[src/rtl/reg_file_shadow.sv]
// 2-read/1-write register file with write-through bypass, optional hardwired r0,
// and a shadow bank filled/drained one register per cycle by a save/restore engine.
module reg_file_shadow #(
  parameter int unsigned DW      = 8,
  parameter int unsigned AW      = 3,
  parameter bit          ZERO_R0 = 1'b0
) (
  input  logic          Clk,
  input  logic          Reset,
  input  logic          Wen,
  input  logic [AW-1:0] Wd,
  input  logic [DW-1:0] Wdat,
  input  logic [AW-1:0] Ra,
  input  logic [AW-1:0] Rb,
  output logic [DW-1:0] RdatA,
  output logic [DW-1:0] RdatB,
  input  logic          SaveReq,
  input  logic          RestReq,
  output logic          Busy,
  output logic          Done,
  output logic          WrDrop
);

  localparam int unsigned Depth = 1 << AW;

  typedef enum logic [1:0] {StIdle, StSave, StRest} state_e;

  state_e        state_q, state_d;
  logic [AW-1:0] idx_q, idx_d;
  logic          busy_q, busy_d;
  logic          done_q, done_d;
  logic          wr_drop_q, wr_drop_d;
  logic [DW-1:0] core_q   [Depth];
  logic [DW-1:0] core_d   [Depth];
  logic [DW-1:0] shadow_q [Depth];
  logic [DW-1:0] shadow_d [Depth];
  logic          wr_ok;
  logic          wr_en;

  // Port writes are only accepted while the engine is idle, so they never race a restore.
  assign wr_ok = Wen && !busy_q;
  assign wr_en = wr_ok && !(ZERO_R0 && (Wd == '0));

  always_comb begin
    state_d   = state_q;
    idx_d     = idx_q;
    done_d    = 1'b0;
    wr_drop_d = Wen && busy_q;
    core_d    = core_q;
    shadow_d  = shadow_q;

    if (wr_en) begin
      core_d[Wd] = Wdat;
    end

    unique case (state_q)
      StIdle: begin
        if (SaveReq) begin
          state_d = StSave;
        end else if (RestReq) begin
          state_d = StRest;
        end
      end
      StSave, StRest: begin
        if (state_q == StSave) begin
          shadow_d[idx_q] = core_q[idx_q];
        end else if (!(ZERO_R0 && (idx_q == '0))) begin
          core_d[idx_q] = shadow_q[idx_q];
        end
        idx_d = idx_q + AW'(1);
        if (&idx_q) begin
          state_d = StIdle;
          idx_d   = '0;
          done_d  = 1'b1;
        end
      end
      default: state_d = StIdle;
    endcase

    busy_d = (state_d != StIdle);
  end

  always_ff @(posedge Clk or posedge Reset) begin
    if (Reset) begin
      state_q   <= StIdle;
      idx_q     <= '0;
      busy_q    <= 1'b0;
      done_q    <= 1'b0;
      wr_drop_q <= 1'b0;
      for (int unsigned i = 0; i < Depth; i++) begin
        core_q[i]   <= '0;
        shadow_q[i] <= '0;
      end
    end else begin
      state_q   <= state_d;
      idx_q     <= idx_d;
      busy_q    <= busy_d;
      done_q    <= done_d;
      wr_drop_q <= wr_drop_d;
      core_q    <= core_d;
      shadow_q  <= shadow_d;
    end
  end

  always_comb begin
    RdatA = core_q[Ra];
    if (wr_ok && (Wd == Ra)) begin
      RdatA = Wdat;
    end
    if (ZERO_R0 && (Ra == '0)) begin
      RdatA = '0;
    end
  end

  always_comb begin
    RdatB = core_q[Rb];
    if (wr_ok && (Wd == Rb)) begin
      RdatB = Wdat;
    end
    if (ZERO_R0 && (Rb == '0)) begin
      RdatB = '0;
    end
  end

  assign Busy   = busy_q;
  assign Done   = done_q;
  assign WrDrop = wr_drop_q;

endmodule
[config.mk]
export PLATFORM = sky130hd
export DESIGN_NAME = reg_file_shadow
export DESIGN_NICKNAME = d
export VERILOG_FILES = /design/src/rtl/reg_file_shadow.sv
export SDC_FILE = /design/constraint.sdc
export NUM_CORES = 1
export LEC_CHECK = 0
export ABC_AREA = 1
export BUFFER_PORTS_ARGS = -buffer_cell sky130_fd_sc_hd__buf_4
export CELL_PAD_IN_SITES_DETAIL_PLACEMENT = 0
export CELL_PAD_IN_SITES_GLOBAL_PLACEMENT = 1
export CORE_ASPECT_RATIO = 0.5
export CORE_MARGIN = 3
export CORE_UTILIZATION = 44
export CTS_CLUSTER_DIAMETER = 150
export DETAILED_ROUTE_END_ITERATION = 6
export PLACE_DENSITY = 0.92
export SETUP_SLACK_MARGIN = 0.3
export SYNTH_ARGS = -nofsm -noshare
export SYNTH_HDL_FRONTEND = slang
export SYNTH_SLANG_ARGS = --single-unit
[constraint.sdc]
create_clock -name Clk -period 5.8 [get_ports Clk]
set_input_delay 0.58 -clock Clk [delete_from_list [all_inputs] [get_ports Clk]]
set_output_delay 0.58 -clock Clk [all_outputs]
set_load 0.05 [all_outputs]
After elaboration in Yosys (flattened, before gate mapping)
Cells that the tools add are included.
{"block": "word_totals", "regBits": 136, "inputBits": 22, "output_inout_bits": 19, "wordCells": 79}
{"block": "classes", "add_sub_neg": 1, "order_cmp": 6, "eq_ne": 4, "n_mux": 31, "bitwise": 4, "reduce_logical": 12}
{"cell": "$bwmux 64", "count": 3}
{"cell": "$mux 64", "count": 3}
{"cell": "$bmux 8 s3", "count": 4}
{"cell": "$mux 8", "count": 12}
{"cell": "$demux 8 s3", "count": 2}
{"cell": "$ge 4x4->1 const B", "count": 4}
{"cell": "$not 3->4", "count": 4}
{"cell": "$lt 4x1->1 const B", "count": 2}
{"cell": "$eq 3x3->1", "count": 2}
{"cell": "$logic_and 1x1->1", "count": 6}
{"cell": "$mux 2", "count": 3}
{"cell": "$pmux 2 s2", "count": 1}
{"cell": "$add 3x1->3 const B", "count": 1}
{"cell": "$mux 3", "count": 1}
{"cell": "$reduce_and 3->1", "count": 1}
{"cell": "$eq 2x1->1 const B", "count": 1}
{"cell": "$eq 2x2->1 const B", "count": 1}
{"cell": "$logic_not 2->1", "count": 1}
{"cell": "$mux 1", "count": 2}
{"cell": "$reduce_and 2->1", "count": 1}
{"cell": "$reduce_bool 2->1", "count": 1}
{"cell": "$reduce_or 2->1", "count": 1}
{"cell": "$logic_not 1->1", "count": 1}

Depth between registers and ports, before layout
{"block": "logic_depth", "word_depth": 10, "mapped_depth": 12, "ltp_nobuf": 9}

Worst setup path after synthesis
Ideal clock, no wire load.
{"block": "synth_path", "kind": "input port to output port", "from": "input port Ra[2]", "to": "output port RdatA[0]", "arrival_ns": 1.660, "required_time_ns": 5.220, "path_slack_ns": 3.560, "path_stages": 7, "path_buffers": 1, "cell_sequence": "buf_2 xor2_1 nor2_1 nand2_1 inv_2 nand2_1 nand2_1"}
{"block": "synth_via", "elab_chain_len": 5, "word_cells_on_any_way": 7, "classes_between": "eq/ne: 1; mux: 4; bitwise: 1; reduce/logical: 1"}
{"element": "start, declared", "line": "13", "rtl": "input logic [AW-1:0] Ra,"}
{"element": "$not 3->4 (not written as such)", "line": "106", "rtl": "RdatA = core_q[Ra];"}
{"element": "$bmux 8 s3", "line": "106"}
{"element": "$mux 8 (not written as such) (2 in series)", "line": "106"}
{"element": "$mux 8 *", "line": "107", "rtl": "if (wr_ok && (Wd == Ra)) begin"}
{"element": "end, declared", "line": "15", "rtl": "output logic [DW-1:0] RdatA,"}
Every way passes the cells marked *; elsewhere a longest branch is shown, timed or not. The select of a mux whose other input is x is not followed.

Final worst setup path
{"block": "layout_path", "from": "input port Ra[0]", "to": "output port RdatA[2]"}
Same word-level chain as after synthesis.

==> summary.txt <==
Placement
  • Final RePlAce weighted congestion: 0.912
  • DP Worst Slack: 2.99 ns
  • HPWL after detailed placement: 21700 microns
  • Count of port buffers added during placement: 40

Critical path
  • Critical path depth: 9
  • Crit path launch type: input port
  • Data arrival time of the critical path: 2.26 ns
  • Cell class contributing the biggest share of worst-path delay: buffers and inverters
  • Maximum cell stage delay along the critical path: 0.34 ns
  • Number of buffers and inverters on the critical path: 4
  • Depth of the most critical reg-to-reg path: 7
  • Largest fanout on the critical path: 39
  • Most frequent CP cell: sky130_fd_sc_hd__nand2_1
  • Type of element capturing the critical path: output port
  • Library cell contributing the largest single delay on the critical path: sky130_fd_sc_hd__buf_4
  • Crit path cell chain: buf_4, inv_2, o21ai_0, nor2_1, nand2_1, inv_2, nand2_1, nand2_1, buf_4
  • Critical setup path kind: in -> out
  • Required time of the critical path: 5.22 ns

Timing
  • Clock tree skew after final layout: 0.00916 ns
  • Smallest hold slack: 0.268 ns
  • Number of max-slew violations in the final report: 0
  • Post-route worst setup slack: 2.96 ns
  • Min Tclk post-route: 2.84 ns
  • Final worst-path cycle share: 49.0%
  • Fmax achieved: 352 MHz
  • RSZ-0062 raised after global routing: no
  • Tightest slew margin relative to the limit: 47.3%
  • Setup TNS Final: 0 ns
  • Number of hold-slack violations in the final timing report: 0
  • Slew at the pin closest to its max-slew limit: 0.790 ns
  • Setup violation total in the final timing report: 0

CTS
  • Master cell of the clock root buffer: sky130_fd_sc_hd__clkbuf_16
  • CTS resizes: 0
  • Buffer depth of the longest clock path: 2
  • Setup Buffers After CTS: 0
  • CTS Sinks: 136
  • Clock-pin slew on the worst setup and hold paths: 0.06 ns
  • CTS tree: done
  • Number of H-tree levels: 4
  • Insertion delay to the later sink of the worst-skew pair: 0.42 ns
  • CTS Buf Count: 17
  • Cts hold-fix bufs: 0

Min path
  • Min-delay worst type: in -> async

GRT
  • GRT Overall Usage: 28.2%
  • Total overflow reported by the global router: 0
  • Grt met3 use: 8.03%
  • M1 GR Usage: 41.6%
  • Largest net degree at the start of global routing: 80
  • GRT busiest layer: met1
  • Global routing usage on met2: 40.0%
  • Via count of the first global-routing pass: 8740
  • Initial antenna violation count: 1
  • Wire length of the first global-routing pass: 49100 microns

Status
  • Result of the run: completed

Synth
  • Top area cells in the synthesized netlist: sky130_fd_sc_hd__nand2_1 (39%), sky130_fd_sc_hd__dfrtp_1 (37%), sky130_fd_sc_hd__nand3_1 (8.6%)
  • Largest area contributor in the synthesized netlist: sky130_fd_sc_hd__nand2_1
  • Part of the Yosys area used for sequential elements: 37.4%
  • Most used DFF post-synth: sky130_fd_sc_hd__dfrtp_1
  • Post-synth EDFFs: 0
  • Mapped Area: 9110 sq um
  • Proportion of register bits with asynchronous set or reset after synthesis: 100%
  • Synth warn: 0
  • Cell count after synthesis: 1505
  • Synth top area share: 38.8%
  • Number of distinct library cells after synthesis: 24
  • Number of nets in the synthesized netlist: 1532
  • Number of synthesized register bits: 136
  • Mean cell area of the mapped netlist: 6.05 sq um

Drt
  • Residual antenna-violating net count after detailed routing: 0
  • Number of detailed-routing iterations run before antenna repair: 6
  • Number of remaining DRC errors: 0
  • Final routed wirelength across all metal layers: 31400 microns
  • Via density: 5.33
  • Iteration-0 DRC count of the detailed router: 1097
  • Via count: 9564
  • Routed wire length per instance: 17.5 microns

Power
  • Maximum VDD drop: 0.328 mV
  • Total design power: 0.00591 W
  • Leak pwr: 5.80 nW
  • Power density normalized to cell area: 588 nW/um^2

Cells and area
  • Count of inserted antenna diode cells: 0
  • Fraction of final layout cells sized beyond drive strength 1: 9.48%
  • Area growth from synthesis to final layout: 10.3%
  • Most common library cell in the layout ignoring fill and taps: sky130_fd_sc_hd__nand2_1
  • Most frequent cells in the layout: sky130_fd_sc_hd__nand2_1 (941), sky130_fd_sc_hd__nand3_1 (156), sky130_fd_sc_hd__dfrtp_1 (135), sky130_fd_sc_hd__inv_1 (89), sky130_fd_sc_hd__buf_4 (43)
  • Final Net Count: 1546

Floorplan
  • Std-Cell Rows: 36
  • Top-level I/O count: 41
  • Area of the die: 22600 sq um
  • Starting density of the core: 45.8%
  • Width of the die: 209 microns
  • Placeable Area: 19900 sq um
  • Die height: 108 microns

Flow run
  • Max cap viols: 0
[per-layer routing]
| metal | part of all wire [%] | routed length, microns | vias to the layer above |
|---|---|---|---|
| met5 | 0 | 0 | - |
| met3 | 11 | 3360 | 43 |
| met2 | 41 | 12700 | 471 |
| met4 | 2.5 | 776 | 0 |
| met1 | 46 | 14500 | 4436 |
| li1 | - | - | 4614 |
[report_power, final]
part	internal [W]	switching (W)	total (W)
Clock	0.000605	0.000416	0.00102
Combinational	0.000843	0.00232	0.00316
Sequential	0.00138	0.000344	0.00172
[state kept, by name, summed over array words and instances, names as in the netlist]
| signal | cells |
|---|---|
| core_q | 64 |
| shadow_q | 64 |
| idx_q | 3 |
| state_q | 2 |
| Busy | 1 |
| Done | 1 |
| WrDrop | 1 |
[cell usage after synthesis, types with 8 or more instances]
cell type / count
sky130_fd_sc_hd__o211ai_1: 8
sky130_fd_sc_hd__nor2_4: 9
sky130_fd_sc_hd__o21ai_0: 13
sky130_fd_sc_hd__nand2_1: 941
sky130_fd_sc_hd__nand3_1: 156
sky130_fd_sc_hd__o21ai_1: 8
sky130_fd_sc_hd__nand2_2: 19
sky130_fd_sc_hd__nor2_1: 22
sky130_fd_sc_hd__inv_1: 90
sky130_fd_sc_hd__inv_2: 34
sky130_fd_sc_hd__dfrtp_1: 136
sky130_fd_sc_hd__buf_2: 29
[path summary, 6_finish.rpt]
check,slack (ns),start,endpoint
min in group Clk,0.36,Wen,WrDrop
max in group asynchronous,4.23,Reset,core_q[57]
setup / recovery,2.96,Ra[0],RdatA[2]
setup reg to reg,3.18,idx_q[1],core_q[12]
hold reg to reg,0.48,shadow_q[23],shadow_q[23]
hold / removal,0.27,Reset,shadow_q[11]
[stage by stage]
step	cells	area [sq um]	utilization [%]
after floorplan	1505	9110	-
after global placement	1766	9510	47.9
after detailed placement	1766	9510	47.9
after CTS	1796	10000	50.6
after global routing	1796	10000	50.6
final	1796	10000	50.6
[layout make-up]
| cell class | count | area (sq um) |
|---|---|---|
| clock buffer | 22 | 464 |
| clock inverter | 8 | 76.3 |
| multi-input combinational | 1196 | 4970 |
| fill | 2028 | 9820 |
| inverter | 125 | 477 |
| sequential | 136 | 3400 |
| timing repair buffer | 43 | 323 |
| tap | 266 | 333 |
[worst register-to-register path: cells and delay by family, from the launching register on]
family / cells / cell delay, ns
and+or+nand+nor: 4 / 0.78
buffers and inverters: 3 / 1.02
DFF: 1 / 0.76
[kinds of logic (layout without fill, tap and decap cells)]
kind of cell | after synthesis | after routing | share of synthesized area, %
simple gates | 1161 | 1161 | 52.0
buf+inv | 173 | 198 | 8.05
flops | 136 | 136 | 37.4
compound gates | 29 | 29 | 1.81
fa+ha+maj | 5 | 5 | 0.687
xor+xnor | 1 | 1 | 0.0962
Power figures use the tool's default switching activity.
